--- src/rtl/car_collision_det.sv ---
// Frog-versus-car collision scanner: snapshots all positions on request,
// checks one car per clock and reports the lowest overlapping car.
module car_collision_det #(
  parameter int NUM_CARS  = 10,
  parameter int c_MAX_X   = 20,
  parameter int c_CAR_LEN = 2,
  parameter int IDX_W     = 4
) (
  input  logic                  i_Clk,
  input  logic                  i_Reset,
  input  logic                  i_Start,
  input  logic                  i_Clear,
  input  logic [5:0]            i_Frog_X,
  input  logic [5:0]            i_Frog_Y,
  input  logic [NUM_CARS*6-1:0] i_Car_X,
  input  logic [NUM_CARS*6-1:0] i_Car_Y,
  output logic                  o_Busy,
  output logic                  o_Done,
  output logic                  o_Hit,
  output logic [IDX_W-1:0]      o_Hit_Idx,
  output logic [7:0]            o_Hit_Count
);

  localparam logic [6:0]       MOD  = 7'(c_MAX_X + 1);
  localparam logic [6:0]       LEN  = 7'(c_CAR_LEN);
  localparam logic [5:0]       MAXX = 6'(c_MAX_X);
  localparam logic [IDX_W-1:0] LAST = IDX_W'(NUM_CARS - 1);

  typedef enum logic [1:0] {
    S_IDLE,
    S_SCAN,
    S_REPORT
  } state_e;

  state_e           state_q;
  logic [IDX_W-1:0] idx_q;
  logic [5:0]       frog_x_q;
  logic [5:0]       frog_y_q;
  logic [5:0]       car_x_q [NUM_CARS];
  logic [5:0]       car_y_q [NUM_CARS];
  logic             acc_hit_q;
  logic [IDX_W-1:0] acc_idx_q;
  logic             busy_q;
  logic             done_q;
  logic             hit_q;
  logic [IDX_W-1:0] hit_idx_q;
  logic [7:0]       cnt_q;

  logic [5:0] cur_x;
  logic [5:0] cur_y;
  logic [6:0] diff;
  logic [6:0] dx;
  logic       hit_d;

  // Distance from car tail to frog along +X, wrapped into 0..c_MAX_X
  always_comb begin
    cur_x = car_x_q[idx_q];
    cur_y = car_y_q[idx_q];
    diff  = {1'b0, frog_x_q} - {1'b0, cur_x};
    dx    = diff;
    if (frog_x_q < cur_x) dx = diff + MOD;
    hit_d = (frog_x_q <= MAXX) && (cur_x <= MAXX) &&
            (cur_y == frog_y_q) && (dx < LEN);
  end

  always_ff @(posedge i_Clk or posedge i_Reset) begin
    if (i_Reset) begin
      state_q   <= S_IDLE;
      idx_q     <= '0;
      frog_x_q  <= '0;
      frog_y_q  <= '0;
      for (int i = 0; i < NUM_CARS; i++) begin
        car_x_q[i] <= '0;
        car_y_q[i] <= '0;
      end
      acc_hit_q <= 1'b0;
      acc_idx_q <= '0;
      busy_q    <= 1'b0;
      done_q    <= 1'b0;
      hit_q     <= 1'b0;
      hit_idx_q <= '0;
      cnt_q     <= '0;
    end else begin
      done_q <= 1'b0;
      unique case (state_q)
        S_IDLE: begin
          if (i_Start) begin
            state_q   <= S_SCAN;
            busy_q    <= 1'b1;
            idx_q     <= '0;
            acc_hit_q <= 1'b0;
            acc_idx_q <= '0;
            frog_x_q  <= i_Frog_X;
            frog_y_q  <= i_Frog_Y;
            for (int i = 0; i < NUM_CARS; i++) begin
              car_x_q[i] <= i_Car_X[i*6 +: 6];
              car_y_q[i] <= i_Car_Y[i*6 +: 6];
            end
          end
        end
        S_SCAN: begin
          if (hit_d && !acc_hit_q) begin
            acc_hit_q <= 1'b1;
            acc_idx_q <= idx_q;
          end
          if (idx_q == LAST) begin
            state_q <= S_REPORT;
            idx_q   <= '0;
          end else begin
            idx_q <= idx_q + 1'b1;
          end
        end
        S_REPORT: begin
          state_q   <= S_IDLE;
          busy_q    <= 1'b0;
          done_q    <= 1'b1;
          hit_q     <= acc_hit_q;
          hit_idx_q <= acc_idx_q;
        end
        default: begin
          state_q <= S_IDLE;
          busy_q  <= 1'b0;
        end
      endcase
      if (i_Clear) begin
        cnt_q <= '0;
      end else if (state_q == S_REPORT && acc_hit_q &&
                   cnt_q != 8'hFF) begin
        cnt_q <= cnt_q + 8'd1;
      end
    end
  end

  assign o_Busy      = busy_q;
  assign o_Done      = done_q;
  assign o_Hit       = hit_q;
  assign o_Hit_Idx   = hit_idx_q;
  assign o_Hit_Count = cnt_q;

endmodule

--- config.mk ---
export PLATFORM = sky130hd
export DESIGN_NAME = car_collision_det
export DESIGN_NICKNAME = d
export VERILOG_FILES = /design/src/rtl/car_collision_det.sv
export SDC_FILE = /design/constraint.sdc
export NUM_CORES = 1
export LEC_CHECK = 0
export CAP_MARGIN = 40
export CORE_MARGIN = 5
export CORE_UTILIZATION = 35
export CTS_CLUSTER_DIAMETER = 30
export CTS_CLUSTER_SIZE = 30
export DETAILED_ROUTE_END_ITERATION = 7
export PLACE_DENSITY = 0.6
export SYNTH_ARGS = -nofsm -noshare
export SYNTH_HDL_FRONTEND = slang
export SYNTH_SLANG_ARGS = --single-unit
--- constraint.sdc ---
create_clock -name i_Clk -period 4.9 [get_ports i_Clk]
set_input_delay 0.98 -clock i_Clk [delete_from_list [all_inputs] [get_ports i_Clk]]
set_output_delay 0.98 -clock i_Clk [all_outputs]
set_load 0.02 [all_outputs]
### After elaboration in Yosys (flattened, before gate mapping)

Cells that the tools add are included.
Widths: inputs -> output; s select.

| storage, ports and cells | value |
|---|---|
| flip-flop bits (word level) | 158 |
| latch bits | 0 |
| memory bits (writable) | 0 |
| ROM bits | 0 |
| input port bits | 136 |
| output and inout bits | 15 |
| memories kept | 0 |

| cells by class | value |
|---|---|
| add/sub/neg operators | 4 |
| multiply operators | 0 |
| divide/modulo/power cells | 0 |
| magnitude comparators | 5 |
| equality and inequality tests | 8 |
| shifts and indexed selects | 0 |
| muxes and demuxes | 23 |
| bitwise operators | 2 |
| reduce and logical (&&, ||, !) cells | 15 |

Operators with widths:

| cell | number |
|---|---|
| $bmux 6 s4 | 2 |
| $mux 6 | 4 |
| $mux 8 | 2 |
| $pmux 4 s2 | 2 |
| $le 6x5->1 const B | 2 |
| $mux 4 | 3 |
| $add 8x1->8 const B | 1 |
| $ne 8x8->1 const B | 1 |
| $reduce_and 2->1 | 4 |
| $add 7x5->7 const B | 1 |
| $lt 7x2->1 const B | 1 |
| $mux 7 | 1 |
| $sub 6x6->7 | 1 |
| $eq 6x6->1 | 1 |
| $logic_and 1x1->1 | 6 |
| $lt 6x6->1 | 1 |
| $ne 2x2->1 const B | 3 |
| $ge 5x5->1 const B | 1 |
| $not 4->5 | 1 |
| $add 4x1->4 const B | 1 |
| $eq 4x4->1 const B | 1 |
| $mux 1 | 4 |
| $mux 2 | 2 |
| $pmux 1 s2 | 2 |
| other kinds (8) | 9 |

### Logic depth before layout (Yosys ltp)

| logic depth | value |
|---|---|
| depth after elaboration | 12 |
| mapped depth | 18 |
| depth with buffers taken out | 15 |

### Least setup slack after synthesis

No wires, ideal clock.

| timing path | value |
|---|---|
| kind | reg-to-reg |
| start point | register idx_q[1] |
| end point | register acc_idx_q[2] |
| setup time | 80 ps |
| arrival time | 3702 ps |
| required time | 4820 ps |
| path slack | 1118 ps |
| stages on the path, launching flop included | 19 |
| path buffers | 3 |
| period minus slack after synthesis | 3782 ps |
| cell sequence | dfrtp_1 -> buf_2 -> buf_2 -> mux2i_1 -> o22ai_1 -> nor3_1 -> nor2_1 -> ha_1 -> inv_1 -> fa_1 -> ha_1 -> a2111oi_0 -> o31ai_1 -> nor4_1 -> nand4_1 -> a221oi_2 -> and4_1 -> buf_6 -> mux2i_1 |

| on the way | value |
|---|---|
| longest elaborated chain between the ends | 12 |

RTL lines:

| item | RTL line | text |
|---|---|---|
| from (decl) | 36 | `logic [IDX_W-1:0] idx_q;` |
| from (signal assigned) | 110 | `idx_q <= idx_q + 1'b1;` |
| $not 4->5 (not written as such) (*) | 57, 58 |  |
| $bmux 6 s4 | 57 | `cur_x = car_x_q[idx_q];` |
| $mux 6 (not written as such) (2 in series) | 57 |  |
| $sub 6x6->7 | 59 | `diff = {1'b0, frog_x_q} - {1'b0, cur_x};` |
| $add 7x5->7 | 61 | `if (frog_x_q < cur_x) dx = diff + MOD;` |
| $mux 7 | 61 |  |
| $lt 7x2->1 | 63 | `(cur_y == frog_y_q) && (dx < LEN);` |
| $logic_and 1x1->1 (*) | 63 |  |
| $logic_and 1x1->1 (*) | 102 | `if (hit_d && !acc_hit_q) begin` |
| $ne 2x2->1 (no source line) (*) | - |  |
| $reduce_and 3->1 (no source line) (*) | - |  |
| to (signal assigned) | 104 | `acc_idx_q <= idx_q;` |
| to (decl) | 42 | `logic [IDX_W-1:0] acc_idx_q;` |

Mark *: on every way between the ends. The rest lies on a longest branch, timed or not. The select of a mux whose other input is x is not followed.
A chain may end at the register's enable or synchronous reset.

### Worst setup path in the final report

| timing path | value |
|---|---|
| start point | register idx_q[1] |
| end point | register acc_idx_q[1] |

| on the way | value |
|---|---|
| longest elaborated chain between the ends | 12 |

RTL lines:

| item | RTL line |
|---|---|
| $not 4->5 (not written as such) | 57, 58 |
| $bmux 6 s4 | 57 |
| $mux 6 (not written as such) (2 in series) | 57 |
| $sub 6x6->7 | 59 |
| $add 7x5->7 | 61 |
| $mux 7 | 61 |
| $lt 7x2->1 | 63 |
| $logic_and 1x1->1 | 63 |
| $logic_and 1x1->1 | 102 |
| $ne 2x2->1 (no source line) | - |
| $reduce_and 3->1 (no source line) | - |

Parallel ways exist; a longest one is shown, timed or not. The select of a mux whose other input is x is not followed.

==> results.py <==
metrics = {
    "die": {
        "die_x_um": 158,
        "rows": 54,
        "die_h_um": 158,
        "die-area_um2": 24800,
        "num_io_pins": 151,
        "core-area_um2": 21600,
        "start_util_pct": 35.3,
    },
    "routing": {
        "via_per_inst": 4.82,
        "vias": 6123,
        "drt_iter0_markers": 418,
        "wl_per_cell_um": 15.9,
        "drc_errors": 0,
        "wl_mm": 20.2,
        "drt_first_pass_iters": 5,
        "drtAntennaViolNets": 0,
    },
    "cts": {
        "cts_tree": "yes",
        "clock_sink_count": 158,
        "cts_max_level": 4,
        "cts_made_buffers": 17,
        "cts_resized": 0,
        "clk-insertion-delay-late_ns": 0.43,
        "clock-root-buffer": "clkbuf_16",
        "cts_buffer_depth": 2,
        "clkTransAtPathRegs_ns": 0.06,
        "cts_setup_buffers": 0,
        "cts-hold-fix-buffers": 0,
    },
    "timing": {
        "whs_ns": 0.469,
        "maxSlewViolCount": 0,
        "fin_crit_sh_pct": 89.6,
        "slew_headroom_pct": 31.1,
        "rsz0062_at_grt": "no",
        "finalSetupTns_ns": 0,
        "worst_slack_ns": 0.511,
        "worstMarginPinSlew_ns": 1.03,
        "period_minus_slack_ns": 4.39,
        "fmax_ghz": 0.228,
        "hold_viol_final": 0,
        "setup_violations": 0,
        "finClkSkew_ns": 0.00738,
    },
    "global_routing": {
        "grt_max_degree": 159,
        "grt_usage_pct": 16.7,
        "grt_pass1_wl_mm": 33.0,
        "grt_pass1_vias": 6217,
        "antenna_found_initial": 0,
        "gr-total-overflow": 0,
    },
    "placed_design": {
        "hpwl_mm": 14.5,
        "pre_cts_ws_ns": 0.569,
        "numPortBuffers": 150,
        "routabilityCongestion": 0.896,
    },
    "pwr": {
        "power_mw": 6.50,
        "p_leak_nw": 4.76,
        "vdd_drop_max_mv": 0.297,
        "powerDensity_nw_per_um2": 653,
    },
    "logic_synthesis": {
        "netlist_instances": 847,
        "syn-num-nets": 995,
        "yosysSeqAreaShare_pct": 51.8,
        "synth-edff-count": 0,
        "synth_area_leaders": "dfrtp_1 (52%), nand2_1 (20%), mux2i_1 (5.2%)",
        "synthTopCellsByCount": "nand2_1 (413), dfrtp_1 (158), mux2i_1 (40), clkbuf_1 (29)",
        "yosysWarnings": 0,
        "synth_top_area_share_pct": 51.8,
        "synthFlopType": "dfrtp_1",
        "yosysMostFrequentCell": "nand2_1",
        "syn_area_per_cell_um2": 9.01,
        "async_flop_share_pct": 100,
        "yosysTopAreaCell": "dfrtp_1",
        "ys_seq_elements": 158,
        "syn_area_um2": 7630,
        "synthDistinctLibCells": 52,
    },
    "critical_path": {
        "crit_path_max_fanout": 27,
        "required_ns": 5.25,
        "arrival_ns": 4.74,
        "crit_type": "register to register",
        "endpoint_kind": "register",
        "critPathLaunchType": "register",
    },
    "cells_and_area": {
        "area_growth_pct": 30.4,
        "fillers": 2117,
        "seq_area_um2": 3960,
        "layout.nets": 1126,
        "multi_input_area_um2": 3420,
        "layout-drive-gt1-share_pct": 7.37,
        "antenna_cells": 0,
    },
    "run": {
        "drv_cap": 0,
    },
    "status": {
        "outcome": "finished, final reports clean",
    },
    "worst_hold_path": {
        "holdCritPathClass": "register to register",
    },
}
-- layout make-up --
class                           count  share of cell area (%)
Clock inverter                     14                    1.36
Sequential cell                   158                    39.8
Tap cell                          280                    3.52
Timing Repair Buffer              159                    16.0
Multi-Input combinational cell    630                    34.4
Inverter                           12                   0.491
Clock buffer                       18                    4.42
-- cells by family (layout without fill, tap and decap cells) --
logic type	Yosys count	count (layout)	synth area share (%)
AND/OR/NAND/NOR	472	472	24.4
flip-flops	158	158	51.8
AO/OA/AOI/OAI	77	77	6.79
multiplexers	60	60	10.4
buffers and inverters	59	203	3.43
adder cells (fa/ha/maj)	12	12	2.07
XOR/XNOR	9	9	1.03
-- registers in the layout, indices dropped and copies added, names as in the netlist --
signal,flops
o_Hit,1
o_Hit_Idx,4
o_Busy,1
idx_q,4
state_q,2
frog_y_q,6
o_Done,1
acc_idx_q,4
car_y_q,60
acc_hit_q,1
car_x_q,60
frog_x_q,6
o_Hit_Count,8
-- cells in the final DEF, fill, tap and decap left out, types with 6 or more instances in the layout --
master             n
nand2_1          412
mux4_2            15
inv_1             10
xor2_1             7
a21oi_1            9
mux2i_1           40
clkdlybuf4s50_1  150
o21ai_0           21
ha_1              11
o31ai_1            6
nand3_1            6
clkbuf_16         17
dfrtp_1          156
nor2_1            21
buf_4              7
o22ai_1           15
-- critical path, stage by stage (launching register included) --
cell	delay [ns]
dfrtp_2	0.86
nand2b_1	0.35
o22ai_1	0.14
nor3_1	0.15
nor2_1	0.08
ha_1	0.19
inv_1	0.07
fa_1	0.44
ha_1	0.24
a2111oi_0	0.46
o31ai_1	0.15
nor4_1	0.26
nand4_1	0.14
a221oi_2	0.17
and4_1	0.39
mux2i_1	0.22
-- worst paths after layout --
check                           slack [ns]  depth (start not counted)                       end               startpoint
worst max-delay path                  0.51                         15  acc_idx_q[1]$_DFFE_PP0P_     idx_q[1]$_DFFE_PP0P_
worst min-delay path                  0.47                          2   car_y_q[44]$_DFFE_PP0P_  car_y_q[44]$_DFFE_PP0P_
worst max register to register        0.51                         15  acc_idx_q[1]$_DFFE_PP0P_     idx_q[1]$_DFFE_PP0P_
worst min register to register        0.47                          2   car_y_q[44]$_DFFE_PP0P_  car_y_q[44]$_DFFE_PP0P_
max in group asynchronous             3.01                          3   car_y_q[27]$_DFFE_PP0P_                  i_Reset
min in group asynchronous             1.02                          3    car_y_q[3]$_DFFE_PP0P_                  i_Reset
-- where the power goes --
| group | total (mW) | internal, mW | leakage, nW | switching (mW) |
|---|---|---|---|---|
| Combinational | 2.93 | 1.32 | 2.51 | 1.61 |
| Sequential | 2.28 | 1.85 | 1.98 | 0.425 |
| Clock | 1.29 | 0.721 | 0.270 | 0.570 |
-- stage by stage --
| step | std cells | area (um^2) | util (%) |
|---|---|---|---|
| 2_1_floorplan | 847 | 7630 | - |
| 3_3_place_gp | 1239 | 9370 | 43.4 |
| 3_5_place_dp | 1239 | 9370 | 43.4 |
| 4_1_cts | 1271 | 9950 | 46.0 |
| 5_1_grt | 1271 | 9950 | 46.0 |
| 6_report | 1271 | 9950 | 46.0 |
-- metal layers --
layer | GRT usage [%] | part of all wire (%) | vias to the layer above
met5 | 0 | 0 | -
met4 | 5.61 | 1.7 | 0
met3 | 2.82 | 4.0 | 22
met2 | 26.1 | 47 | 125
met1 | 23.8 | 48 | 2931
li1 | - | - | 3045
(Power assumes the default switching activity.)
